### src/rtl/scanout_pkg.sv
// scanout_pkg: shared types and constants for pixel_scanout (test bars used when SCANOUT_TESTPAT_EN is defined)
package scanout_pkg;

    localparam int DEF_CORDW = 10;

    typedef struct packed {
        logic [3:0] r;
        logic [3:0] g;
        logic [3:0] b;
    } rgb444_t;

    typedef struct packed {
        logic [7:0] r;
        logic [7:0] g;
        logic [7:0] b;
    } rgb888_t;

    typedef enum logic {WAIT_SOF, ACTIVE} scan_state_t;

    localparam rgb444_t BAR_WHITE   = 12'hFFF;
    localparam rgb444_t BAR_YELLOW  = 12'hFF0;
    localparam rgb444_t BAR_CYAN    = 12'h0FF;
    localparam rgb444_t BAR_GREEN   = 12'h0F0;
    localparam rgb444_t BAR_MAGENTA = 12'hF0F;
    localparam rgb444_t BAR_RED     = 12'hF00;
    localparam rgb444_t BAR_BLUE    = 12'h00F;
    localparam rgb444_t BAR_BLACK   = 12'h000;

    // index 0 is the leftmost bar
    localparam rgb444_t [7:0] TEST_BARS = {BAR_BLACK, BAR_BLUE, BAR_RED, BAR_MAGENTA,
                                           BAR_GREEN, BAR_CYAN, BAR_YELLOW, BAR_WHITE};

    // nibble replication so full-scale 0xF maps to full-scale 0xFF
    function automatic rgb888_t expand444(input rgb444_t c);
        return '{r: {c.r, c.r}, g: {c.g, c.g}, b: {c.b, c.b}};
    endfunction

endpackage

### src/rtl/pixel_scanout_pix_delay.sv
// pix_delay: WIDTH x DEPTH shift register with synchronous active-low clear
module pix_delay #(
    parameter int WIDTH = 1,
    parameter int DEPTH = 1
) (
    input  logic             clk_pix,
    input  logic             rst_pix_n,
    input  logic [WIDTH-1:0] d,
    output logic [WIDTH-1:0] q
);

    logic [WIDTH-1:0] taps [DEPTH];

    // shift one tap per pixel clock; reset empties every tap
    always_ff @(posedge clk_pix) begin
        if (!rst_pix_n) begin
            for (int i = 0; i < DEPTH; i++) taps[i] <= '0;
        end else begin
            taps[0] <= d;
            for (int i = 1; i < DEPTH; i++) taps[i] <= taps[i-1];
        end
    end

    assign q = taps[DEPTH-1];

endmodule

### src/rtl/pixel_scanout.sv
// pixel_scanout: raster-to-framebuffer read, colour alignment and expansion; SCANOUT_TESTPAT_EN adds colour bars
module pixel_scanout
    import scanout_pkg::*;
#(
    parameter int CORDW       = DEF_CORDW,
    parameter int READ_LAT    = 1,
    parameter int SCALE_SHIFT = 0
) (
    input  logic             clk_pix,
    input  logic             rst_pix_n,
    input  logic [CORDW-1:0] sx,
    input  logic [CORDW-1:0] sy,
    input  logic             de,
    input  logic [11:0]      rd_color,
    input  logic             test_mode,
    output logic [CORDW-1:0] rd_x,
    output logic [CORDW-1:0] rd_y,
    output logic [CORDW-1:0] sdl_sx,
    output logic [CORDW-1:0] sdl_sy,
    output logic             sdl_de,
    output logic [7:0]       sdl_r,
    output logic [7:0]       sdl_g,
    output logic [7:0]       sdl_b,
    output logic [15:0]      frame_count
);

    // read register + READ_LAT memory + output register; the delay line covers all but the output register
    localparam int L = READ_LAT + 2;

    scan_state_t      state, state_next;
    logic             sof, armed;
    logic [CORDW-1:0] d_sx, d_sy;
    logic             d_de;
    rgb444_t          src;
    rgb888_t          pix;

    assign sof = de && sx == '0 && sy == '0;

    // the SOF pixel itself is already displayed, so armed includes it
    always_comb begin
        state_next = sof ? ACTIVE : state;
        armed      = state == ACTIVE || sof;
    end

    // state register
    always_ff @(posedge clk_pix) begin
        state <= !rst_pix_n ? WAIT_SOF : state_next;
    end

    // read coordinates follow the raster during active video and hold through blanking
    always_ff @(posedge clk_pix) begin
        if (!rst_pix_n) begin
            rd_x <= '0;
            rd_y <= '0;
        end else if (de) begin
            rd_x <= sx >> SCALE_SHIFT;
            rd_y <= sy >> SCALE_SHIFT;
        end
    end

    // frame counter, wraps at 16 bits
    always_ff @(posedge clk_pix) begin
        if (!rst_pix_n) frame_count <= '0;
        else if (sof)   frame_count <= frame_count + 16'd1;
    end

    pix_delay #(
        .WIDTH(2 * CORDW + 1),
        .DEPTH(L - 1)
    ) u_dly (
        .clk_pix  (clk_pix),
        .rst_pix_n(rst_pix_n),
        .d        ({sx, sy, de && armed}),
        .q        ({d_sx, d_sy, d_de})
    );

`ifdef SCANOUT_TESTPAT_EN
    assign src = test_mode ? TEST_BARS[d_sx[CORDW-1 -: 3]] : rgb444_t'(rd_color);
`else
    logic unused_test_mode;
    assign unused_test_mode = test_mode;
    assign src = rd_color;
`endif

    assign pix = expand444(src);

    // output register: aligned coordinates and colour, black outside the armed active area
    always_ff @(posedge clk_pix) begin
        if (!rst_pix_n) begin
            sdl_sx <= '0;
            sdl_sy <= '0;
            sdl_de <= 1'b0;
            sdl_r  <= '0;
            sdl_g  <= '0;
            sdl_b  <= '0;
        end else begin
            sdl_sx <= d_sx;
            sdl_sy <= d_sy;
            sdl_de <= d_de;
            sdl_r  <= d_de ? pix.r : 8'd0;
            sdl_g  <= d_de ? pix.g : 8'd0;
            sdl_b  <= d_de ? pix.b : 8'd0;
        end
    end

endmodule

### config.mk
export PLATFORM = sky130hd
export DESIGN_NAME = pixel_scanout
export DESIGN_NICKNAME = d
export VERILOG_FILES = /design/src/rtl/scanout_pkg.sv /design/src/rtl/pixel_scanout_pix_delay.sv /design/src/rtl/pixel_scanout.sv
export SDC_FILE = /design/constraint.sdc
export NUM_CORES = 1
export LEC_CHECK = 0
export BUFFER_PORTS_ARGS = -buffer_cell sky130_fd_sc_hd__buf_2
export CORE_UTILIZATION = 55
export CTS_CLUSTER_DIAMETER = 150
export DETAILED_ROUTE_END_ITERATION = 10
export HOLD_SLACK_MARGIN = 0.12
export MAX_ROUTING_LAYER = met4
export PLACE_DENSITY = 0.95
export SLEW_MARGIN = 20
export SYNTH_ARGS = -nofsm -noshare
export SYNTH_HDL_FRONTEND = slang
export SYNTH_HIERARCHICAL = 1
export SYNTH_SLANG_ARGS = --single-unit
### constraint.sdc
create_clock -name clk_pix -period 2.16 [get_ports clk_pix]
set_input_delay 0.216 -clock clk_pix [delete_from_list [all_inputs] [get_ports clk_pix]]
set_output_delay 0.216 -clock clk_pix [all_outputs]
set_load 0.02 [all_outputs]
After elaboration in Yosys (flattened, before gate mapping)
Memory sizes are Yosys's and may differ from the RTL's.
Index checks and enable logic that the tools add are counted.

cells by class
  bitwise logic cells = 2
  add/sub/neg operators = 1
  mux-type cells = 4
  reductions and logical operators = 7

operators with widths
  operator                                                          count
  21-bit two-way mux                                                2
  10-bit logical NOT                                                2
  16-bit by 1-bit adder with 16-bit output (second input constant)  1
  1-bit logical AND                                                 3
  1-bit two-way mux                                                 2
  1-bit bitwise OR                                                  2
  2-bit AND reduction                                               1
  1-bit logical OR                                                  1

storage, ports and cells
  input bits = 36
  logic and storage cells = 25
  memories kept = 1
  bits in registers = 82
  bits in writable memories = 42
  output and inout port bits = 81

memory list
  name        words  bits a word  read ports  clocked after Yosys merged registers in  write ports  RTL line                       RTL
  u_dly.taps  2      21           2           0                                        2            pixel_scanout_pix_delay.sv:12  logic [WIDTH-1:0] taps [DEPTH];

Logic depth before layout (Yosys ltp)
Gate-level depths: netlist (run 1).

  depth in word-level cells = 6
  depth in mapped cells = 7
  depth with buffers taken out = 5

Modules after synthesis
The synthesis (run 1) kept the hierarchy.

by module, submodules not included
  module         cells an instance  times used  seq. area each (um^2)  area each (um^2)
  pixel_scanout  259                1           1401.3                 2681.3
  pix_delay      109                1           840.8                  1333.8

Worst setup path before layout (run 1)
No wires, ideal clock.

  kind = reg-to-reg
  start point = register frame_count[3]
  end point = register frame_count[8]
  path buffers = 0
  arrival time = 1440 ps
  setup slack = 649 ps
  setup time = 70 ps
  clock period less this slack = 1511 ps
  data required time = 2090 ps
  cell stages (with the launch flop) = 5
  cells stage by stage = dfxtp_1 > and4_1 > nand4_1 > or4_1 > a21oi_1

on the way
  longest elaborated chain between the ends = 1

RTL lines
  what                                      RTL line             RTL
  start, declared                           pixel_scanout.sv:24  output logic [15:0] frame_count
  start signal, assigned                    pixel_scanout.sv:64  else if (sof) frame_count <= frame_count + 16'd1;
  16-bit by 1-bit adder with 16-bit output  pixel_scanout.sv:64

No other way between the ends.
A chain may end at the register's enable or synchronous reset.

Worst setup path after layout (run 1)
  start point = input sx[6]
  end point = register frame_count[15]

on the way
  longest elaborated chain between the ends = 3

RTL lines
  what                             RTL line             RTL
  start, declared                  pixel_scanout.sv:11  input logic [CORDW-1:0] sx,
  10-bit logical NOT               pixel_scanout.sv:37  assign sof = de && sx == '0 && sy == '0;
  1-bit logical AND (2 in series)  pixel_scanout.sv:37

No other way between the ends.

==> results of run 1 <==
[cell type report]
type	instances	area [µm²]
Clock buffer	11	141
Tap cell	96	120
Clock inverter	5	61.3
Multi-Input combinational cell	201	1430
Inverter	4	15.0
Sequential cell	112	2240
Fill cell	563	2160
Timing Repair Buffer	132	741
[power by group through the flow]
stage / sequential [mW] / clock (mW) / combinational [mW]
2_1_floorplan: 2.24 / 0 / 0.127
4_1_cts: 2.15 / 1.28 / 0.270
3_3_place_gp: 2.19 / 0 / 0.241
6_report: 2.15 / 1.26 / 0.269
3_5_place_dp: 2.20 / 0 / 0.248
5_1_grt: 2.16 / 1.36 / 0.290
[flip-flops by register name (all words and copies together) (netlist names)]
register / count
rd_x: 10
sdl_de: 1
sdl_r: 4
sdl_sx: 10
rd_y: 10
sdl_sy: 10
sdl_g: 4
state: 1
sdl_b: 4
frame_count: 16
u_dly/taps: 42
[Yosys cell counts (all sizes together)]
| master | number | area, µm² |
|---|---|---|
| a21oi | 9 | 45.0 |
| and2 | 64 | 453 |
| and3 | 13 | 81.3 |
| and4 | 2 | 17.5 |
| buf | 36 | 272 |
| clkbuf | 15 | 61.3 |
| dfxtp | 112 | 2240 |
| ha | 1 | 12.5 |
| inv | 4 | 15.0 |
| mux2i | 27 | 270 |
| nand2 | 13 | 51.3 |
| nand2b | 7 | 43.8 |
| nand3 | 5 | 25.0 |
| nand4 | 6 | 58.8 |
| nor2 | 21 | 78.8 |
| nor2b | 1 | 6.26 |
| nor3 | 1 | 10.0 |
| nor4 | 11 | 129 |
| o21a | 2 | 15.0 |
| o21ai | 2 | 10.0 |
| o31ai | 7 | 52.6 |
| or3 | 2 | 12.5 |
| or4 | 7 | 52.6 |
[logic make-up after synthesis]
| family | Yosys count | share of synthesized area (%) |
|---|---|---|
| muxes | 27 | 6.73 |
| buffers and inverters | 55 | 8.66 |
| DFF | 112 | 55.8 |
| AOI/OAI and AO/OA | 20 | 3.05 |
| and+or+nand+nor | 153 | 25.4 |
| adders and majority gates | 1 | 0.312 |
[critical path, delay by kind of cell]
family                 cells  cell delay (ps)
and+or+nand+nor            3             1050
buffers and inverters      2              690
muxes                      1              230
[timing repair]
item / 4_1_cts / 5_1_grt
resized for setup: 0 / 0
hold endpoints to repair: 15 / 0
hold buffers: 15 / 0
[metal layers]
| metal | routed length [µm] | vias to the layer above |
|---|---|---|
| met5 | 0 | - |
| met4 | 136 | 0 |
| met3 | 314 | 10 |
| met2 | 3640 | 82 |
| met1 | 3350 | 1253 |
| li1 | - | 1384 |
[path summary, 6_finish.rpt]
| path | startpoint | to | slack, ps | cells past startpoint |
|---|---|---|---|---|
| worst max-delay path | sx[6] | frame_count[15] | 290 | 6 |
| worst min-delay path | sx[5] | u_dly/taps[0][16] | 130 | 2 |
| worst max register to register | frame_count[2] | frame_count[15] | 560 | 4 |
| worst min register to register | u_dly/taps[0][33] | sdl_sx[1] | 440 | 1 |
==> qor.txt, run 1 <==
final count of negative-setup-slack endpoints - 0
combinational group share of total power - 7.3%
portion of total power attributed to the clock network - 34.2%
GR Layer Usage met3 - 3.79%
DRC violation total after the first TritonRoute iteration - 106
netlist area before placement - 0.00402 mm²
power per cell area - 774 mW/mm²
share of post-route cells with drive strength above 1 - 39.1%
number of max-slew violations in the final report - 0
post-synth cell types - 31
number of global-route vias before repair - 2488
maximum number of pins on one net before global-route repair - 91
outcome - completed
Cells after DPL - 530
final setup skew - 7.91 ps
final cell area excluding filler cells - 0.00475 mm²
type of the worst min-delay path - primary input to flip-flop
fraction of power spent switching nets - 23.0%
number of optimization iterations in the first detailed-route pass - 4
first-pass GRT wire length - 11500 µm
average wire length per cell after detail routing - 13.3 µm
share of total power in sequential cells - 58.5%
root cell of the clock tree - clkbuf_8
synthesized netlist net count - 405
Critical Path AT - 2170 ps
Core Footprint - 0.00691 mm²
max_slew headroom - 40.7%
gp weighted congestion - 0.792
Total Wirelength - 7440 µm
synthesized flop and latch total - 112
grt ovf - 0
mean instance size in the synthesized netlist - 10.9 µm²
Top Usage Layer GRT - met2
clock tree from TritonCTS - built
setup slack of the critical path after layout - 289 ps
Die Outline Area - 0.00765 mm²
# diodes - 0
CTS clk-pin slew, worst paths - 110 ps
unrepaired setup endpoints after global routing - false
Yosys warning count - 6
final layout net count - 497
post-synthesis sequential area ratio - 55.8%
number of buffers added for setup after CTS - 0
GRT met2 Usage - 33.0%
Crit path required time - 2460 ps
post-layout minimum cycle time - 1870 ps
path type of the worst setup path - primary input to flip-flop
Fin Setup TNS - 0 ps
maximum ir drop on the vdd rail - 0.411 mV
number of antenna violations at the first check in global routing - 0
later-pin clock latency in the skew report - 360 ps
vias after detailed routing - 2729
Critical Path Start Type - primary input
highest-count cells in the layout ignoring fill and taps - buf_2, dfxtp_1, and2_2
Buffers on Ports - 115
max-capacitance violation count - 0
most frequent standard cell in the layout excluding fill and tap cells - buf_2
slew at the pin with the worst max-slew slack - 888 ps
Vert. Die Dim - 87.4 µm
worst setup slack after placement - 373 ps
met1 GRT Util - 24.3%
HPWL after detailed placement - 5030 µm
static leakage - 2.24 nW
Hold Fails Final Rpt - 0
worst-case hold slack - 130 ps
deepest level of the CTS H-tree - 3
crit end category - flip-flop
area delta synth->final - 18.2%
vias per cell - 4.86
count of pins on the block boundary - 117
overall power of the completed layout - 3.67 mW
Max Buffers Root-to-Sink - 2
cell with the largest stage delay on the worst path - dlygate4sd3_1
CTS buffer count - 9
Int Power - 2.83 mW
initial core utilization - 58.1%
Cell Area, Placed - 0.00439 mm²
non-filler instance count after layout - 561
cell breakdown of the critical path - dlygate4sd3_1 -> buf_2 -> nor3_2 -> nand2_1 -> nor4_1 -> mux2i_1
Switching Power - 0.846 mW
number of design rule violations left after detail routing - 0
number of clock sinks - 112
cells after synthesis - 368
die width - 87.4 µm
GRT Resource Usage Total - 20.3%
Max FO, Critical Path - 10
peak per-stage delay on the critical path - 540 ps
share of the core filled with cells in the final layout - 68.7%
Max Clk Rate - 534 MHz
residual antenna-violating net count after detailed routing - 0
standard-cell row count - 30
portion of the clock cycle consumed by the worst path in the final layout - 86.6%
No activity file was read; power rests on OpenSTA's default activity.
==> run 2, diff against run 1 <==
--- a/config.mk
+++ b/config.mk
@@ -11,7 +11,7 @@
 export DETAILED_ROUTE_END_ITERATION = 10
 export HOLD_SLACK_MARGIN = 0.12
 export MAX_ROUTING_LAYER = met4
-export PLACE_DENSITY = 0.95
+export PLACE_DENSITY_LB_ADDON = 0.08
 export SLEW_MARGIN = 20
 export SYNTH_ARGS = -nofsm -noshare
 export SYNTH_HDL_FRONTEND = slang
==> run 2 against run 1 <==
Count of clock-buffer cells in the layout shrank 2. First-iteration DRC count down 36%. Cell area up 1.1%. Critical path type unchanged. Highest routed layer unchanged.
==> qor.txt, run 2 (same netlist as run 1, synthesis figures left out) <==
Max FO, Critical Path - 10 (unchanged)
Critical Path Start Type - primary input
final setup skew - 8.73 ps (+0.821 ps)
final count of negative-setup-slack endpoints - 0 (unchanged)
hold-fix buffers at CTS - 14 (-1)
number of antenna violations at the first check in global routing - 0 (unchanged)
portion of the clock cycle consumed by the worst path in the final layout - 91.7% (+5.0 points)
GRT Resource Usage Total - 19.2% (-1.0 points)
sum of met2 wire segment lengths after detailed routing - 3380 µm (-7.0%)
power per cell area - 792 mW/mm² (+2.4%)
Vert. Die Dim - 87.4 µm (unchanged)
number of flip-flops under the largest register name - 42 (unchanged)
Critical Path AT - 2270 ps (+100 ps)
number of global-route vias before repair - 2298 (-7.6%)
Cell Area, Placed - 0.00440 mm² (+0.17%)
final cell area excluding filler cells - 0.00480 mm² (+1.1%)
post_cts resized - 0 (unchanged)
deepest level of the CTS H-tree - 3 (unchanged)
vias after detailed routing - 2720 (-0.33%)
register bank with the most flops - u_dly/taps
DRC violation total after the first TritonRoute iteration - 68 (-36%)
share of post-route cells with drive strength above 1 - 39.4% (+0.26 points)
fraction of power spent switching nets - 23.0% (-0.081 points)
max-capacitance violation count - 0 (unchanged)
unrepaired setup endpoints after global routing - false
highest-count cells in the layout ignoring fill and taps - buf_2, dfxtp_1, and2_2
Total Wirelength - 7080 µm (-4.8%)
vias per cell - 4.83 (-0.68%)
final layout net count - 499 (+0.40%)
number of buffers added for setup after CTS - 0 (unchanged)
grt ovf - 0 (unchanged)
Max Buffers Root-to-Sink - 2 (unchanged)
gp weighted congestion - 0.805 (+1.6%)
later-pin clock latency in the skew report - 360 ps (about the same)
share of the core filled with cells in the final layout - 69.4% (+0.72 points)
first-pass GRT wire length - 10900 µm (-5.3%)
path type of the worst setup path - primary input to flip-flop
CTS clk-pin slew, worst paths - 110 ps (about the same)
Core Footprint - 0.00691 mm² (unchanged)
share of total power in sequential cells - 56.5% (-2.0 points)
metal1 wirelength - 3260 µm (-2.7%)
count of pins on the block boundary - 117 (unchanged)
overall power of the completed layout - 3.80 mW (+3.4%)
Die Outline Area - 0.00765 mm² (unchanged)
type of the worst min-delay path - primary input to flip-flop
most frequent standard cell in the layout excluding fill and tap cells - buf_2
clock tree from TritonCTS - built
CTS buffer count - 9 (unchanged)
HPWL after detailed placement - 4640 µm (-7.6%)
# diodes - 0 (unchanged)
Max Clk Rate - 505 MHz (-5.5%)
Crit path required time - 2450 ps (about the same)
average wire length per cell after detail routing - 12.6 µm (-5.2%)
portion of total power attributed to the clock network - 36.4% (+2.2 points)
Fin Setup TNS - 0 ps (unchanged)
largest registers in the final layout - u_dly/taps: 42 flops, frame_count: 16 flops
met3 WL - 398 µm (+27%)
Switching Power - 0.872 mW (+3.1%)
crit end category - flip-flop
top routing layer in use - met4
number of max-slew violations in the final report - 0 (unchanged)
static leakage - 2.26 nW (+0.97%)
number of clock sinks - 112 (unchanged)
combinational group share of total power - 7.1% (-0.2 points)
Int Power - 2.93 mW (+3.5%)
number of design rule violations left after detail routing - 0 (unchanged)
initial core utilization - 58.1% (unchanged)
standard-cell row count - 30 (unchanged)
root cell of the clock tree - clkbuf_8
post-layout minimum cycle time - 1980 ps (+109 ps)
outcome - completed
Buffers on Ports - 115 (unchanged)
maximum number of pins on one net before global-route repair - 53 (-42%)
slew at the pin with the worst max-slew slack - 924 ps (+36.0 ps)
area delta synth->final - 19.4%
residual antenna-violating net count after detailed routing - 0 (unchanged)
max_slew headroom - 38.3% (-2.4 points)
maximum ir drop on the vdd rail - 0.388 mV (-5.7%)
die width - 87.4 µm (unchanged)
Hold Fails Final Rpt - 0 (unchanged)
number of optimization iterations in the first detailed-route pass - 4 (unchanged)
[run 2: through the flow]
step | std cells | hold slack [ps] | setup slack (ps)
2_1_floorplan | 368 | 352 | 649
3_3_place_gp | 531 | 414 | 380
3_5_place_dp | 531 | 418 | 353
4_1_cts | 561 | 122 | 347
5_1_grt | 563 | 126 | 80.5
6_report | 563 | 133 | 180
[run 2: power by group through the flow]
stage / logic [mW] / clock network [mW] / registers, mW
6_report: 0.269 / 1.38 / 2.15
5_1_grt: 0.296 / 1.50 / 2.15
4_1_cts: 0.270 / 1.41 / 2.15
3_5_place_dp: 0.250 / 0 / 2.20
3_3_place_gp: 0.245 / 0 / 2.19
2_1_floorplan: 0.127 / 0 / 2.24
[run 2: area by class of cell]
type,count,area [µm²]
clock buffer,9,124
clock inverter,7,111
fill,569,2110
inverter,4,15.0
multi-input combinational,201,1430
sequential,112,2240
tap,96,120
timing repair buffer,134,758
[run 2: routing by layer]
layer	track usage [%]	up-vias
met2	30.6	82
met1	24.4	1249
li1	-	1383
met5	-	-
met4	4.92	0
met3	4.93	6
[run 2: path summary, 6_finish.rpt]
kind	cells past startpoint	start	to	slack, ps
max	6	sy[7]	frame_count[11]	180
min	2	sy[3]	u_dly/taps[0][4]	130
max reg2reg	4	frame_count[0]	frame_count[8]	550
min reg2reg	1	u_dly/taps[0][40]	sdl_sx[8]	440
[run 2: critical path: stages]
cell	delay, ps
dlygate4sd3_1	530
buf_2	150
nor4_4	400
nand4_2	310
nor4_1	450
mux2i_1	210
==> run 3, diff against run 2 <==
--- a/config.mk
+++ b/config.mk
@@ -12,6 +12,7 @@
 export HOLD_SLACK_MARGIN = 0.12
 export MAX_ROUTING_LAYER = met4
 export PLACE_DENSITY_LB_ADDON = 0.08
+export RECOVER_POWER = 25
 export SLEW_MARGIN = 20
 export SYNTH_ARGS = -nofsm -noshare
 export SYNTH_HDL_FRONTEND = slang
==> run 3 against run 2 <==
Cell area shrank 0.18%. Core utilization decreased by 0.13 points. Flip-flop and latch count stayed put. Non-clock buffer count is the same. Combinational power barely moved. Count of clock-buffer cells in the layout did not move.
==> qor.txt, run 3 (same netlist as run 1, synthesis figures left out) <==
path type of the worst setup path - primary input to flip-flop
hold-fix buffers at CTS - 14 (unchanged)
CTS buffer count - 9 (unchanged)
post-layout minimum cycle time - 1980 ps (-0.499 ps)
clock tree from TritonCTS - built
vias per cell - 4.84 (+0.11%)
largest registers in the final layout - u_dly/taps: 42 flops, frame_count: 16 flops
HPWL after detailed placement - 4640 µm (unchanged)
number of design rule violations left after detail routing - 0 (unchanged)
Critical Path AT - 2270 ps (about the same)
unrepaired setup endpoints after global routing - false
average wire length per cell after detail routing - 12.6 µm (about the same)
area delta synth->final - 19.2%
Crit path required time - 2450 ps (about the same)
Max FO, Critical Path - 10 (unchanged)
highest-count cells in the layout ignoring fill and taps - buf_2, dfxtp_1, and2_2
most frequent standard cell in the layout excluding fill and tap cells - buf_2
number of cells on the worst reg-to-reg path - 4 (unchanged)
type of the worst min-delay path - primary input to flip-flop
setup slack of the critical path after layout - 180 ps (+0.499 ps)
combined area of the multi-input logic cells - 0.00143 mm² (unchanged)
Max Buffers Root-to-Sink - 2 (unchanged)
DRC violation total after the first TritonRoute iteration - 68 (unchanged)
share of post-route cells with drive strength above 1 - 38.8% (-0.64 points)
deepest level of the CTS H-tree - 3 (unchanged)
residual antenna-violating net count after detailed routing - 0 (unchanged)
Hold Fails Final Rpt - 0 (unchanged)
Vert. Die Dim - 87.4 µm (unchanged)
final setup skew - 8.25 ps (-0.487 ps)
register bank with the most flops - u_dly/taps
outcome - completed
count of pins on the block boundary - 117 (unchanged)
final count of negative-setup-slack endpoints - 0 (unchanged)
Max Clk Rate - 505 MHz (about the same)
max_slew headroom - 0.725% (-38 points)
max-capacitance violation count - 0 (unchanged)
maximum ir drop on the vdd rail - 0.388 mV (about the same)
number of flip-flops under the largest register name - 42 (unchanged)
standard-cell row count - 30 (unchanged)
grt ovf - 0 (unchanged)
register area - 0.00224 mm² (unchanged)
initial core utilization - 58.1% (unchanged)
Total Wirelength - 7080 µm (about the same)
non-filler instance count after layout - 563 (unchanged)
power per cell area - 793 mW/mm² (about the same)
Filler cells - 567 (-0.35%)
post_cts resized - 0 (unchanged)
Die Outline Area - 0.00765 mm² (unchanged)
maximum number of pins on one net before global-route repair - 53 (unchanged)
number of optimization iterations in the first detailed-route pass - 4 (unchanged)
Buffers on Ports - 115 (unchanged)
number of buffers added for setup after CTS - 0 (unchanged)
CTS clk-pin slew, worst paths - 110 ps (about the same)
Cells after DPL - 531 (unchanged)
portion of the clock cycle consumed by the worst path in the final layout - 91.7% (about the same)
vias after detailed routing - 2723 (+0.11%)
number of antenna violations at the first check in global routing - 0 (unchanged)
overall power of the completed layout - 3.80 mW (about the same)
worst setup slack after placement - 353 ps (unchanged)
reg-to-reg critical path endpoint - frame_count[8]
die width - 87.4 µm (unchanged)
endpoint with the worst hold slack - u_dly/taps[0][4]
hold path depth - 2 (unchanged)
first-pass GRT wire length - 10900 µm (unchanged)
number of global-route vias before repair - 2298 (unchanged)
final layout net count - 499 (unchanged)
gp weighted congestion - 0.805 (unchanged)
launching point of the worst reg2reg path - frame_count[0]
root cell of the clock tree - clkbuf_8
GRT Resource Usage Total - 19.2% (unchanged)
# diodes - 0 (unchanged)
worst hold path startpoint - sy[3]
slew at the pin with the worst max-slew slack - 1490 ps (+565 ps)
crit end category - flip-flop
Core Footprint - 0.00691 mm² (unchanged)
number of max-slew violations in the final report - 0 (unchanged)
Fin Setup TNS - 0 ps (unchanged)
number of clock sinks - 112 (unchanged)
static leakage - 2.25 nW (-0.78%)
later-pin clock latency in the skew report - 360 ps (about the same)
worst reg2reg setup slack - 550 ps (about the same)
Critical Path Start Type - primary input
==> run 3: worst max path at each step <==
stage	endpoint	from	slack, ps
4_1_cts	frame_count[6]	sx[7]	350
3_3_place_gp	frame_count[10]	sy[7]	380
2_1_floorplan	frame_count[8]	frame_count[3]	650
6_report	frame_count[11]	sy[7]	180
5_1_grt	frame_count[11]	sy[7]	80
3_5_place_dp	frame_count[11]	sy[7]	350
==> run 3: per-stage QoR <==
stage / utilization [%] / cell area [µm²] / hold slack (ps)
detailed placement: 63.7 / 4400 / 418
global placement: 63.7 / 4400 / 414
finish: 69.3 / 4790 / 133
CTS: 69.1 / 4780 / 122
global route: 69.3 / 4790 / 126
floorplan: - / 4020 / 352
==> run 3: routing by layer <==
metal  track usage [%]  vias to the layer above  routed length (µm)
met5                 -                        -                   0
met4              4.92                        0                  37
met3              4.93                        6                 397
met2              30.6                       81                3380
met1              24.4                     1253                3260
li1                  -                     1383                   -
==> run 3: power breakdown <==
group          internal [mW]  switching (mW)  total [mW]
logic                  0.120           0.147       0.267
registers               2.13          0.0178        2.15
clock network          0.675           0.705        1.38
==> run 3: critical path, cell delays in order <==
cell           delay [ps]
dlygate4sd3_1         530
buf_2                 140
nor4_4                400
nand4_2               310
nor4_1                450
mux2i_1               210
==> run 3: final cells by class <==
type                    instances  area share [%]
repair buffers                134            15.7
multi-input cells             201            29.8
clock inverters                 7            2.33
clock buffers                   9            2.59
flip-flops and latches        112            46.8
inverters                       4           0.314
well taps                      96            2.51
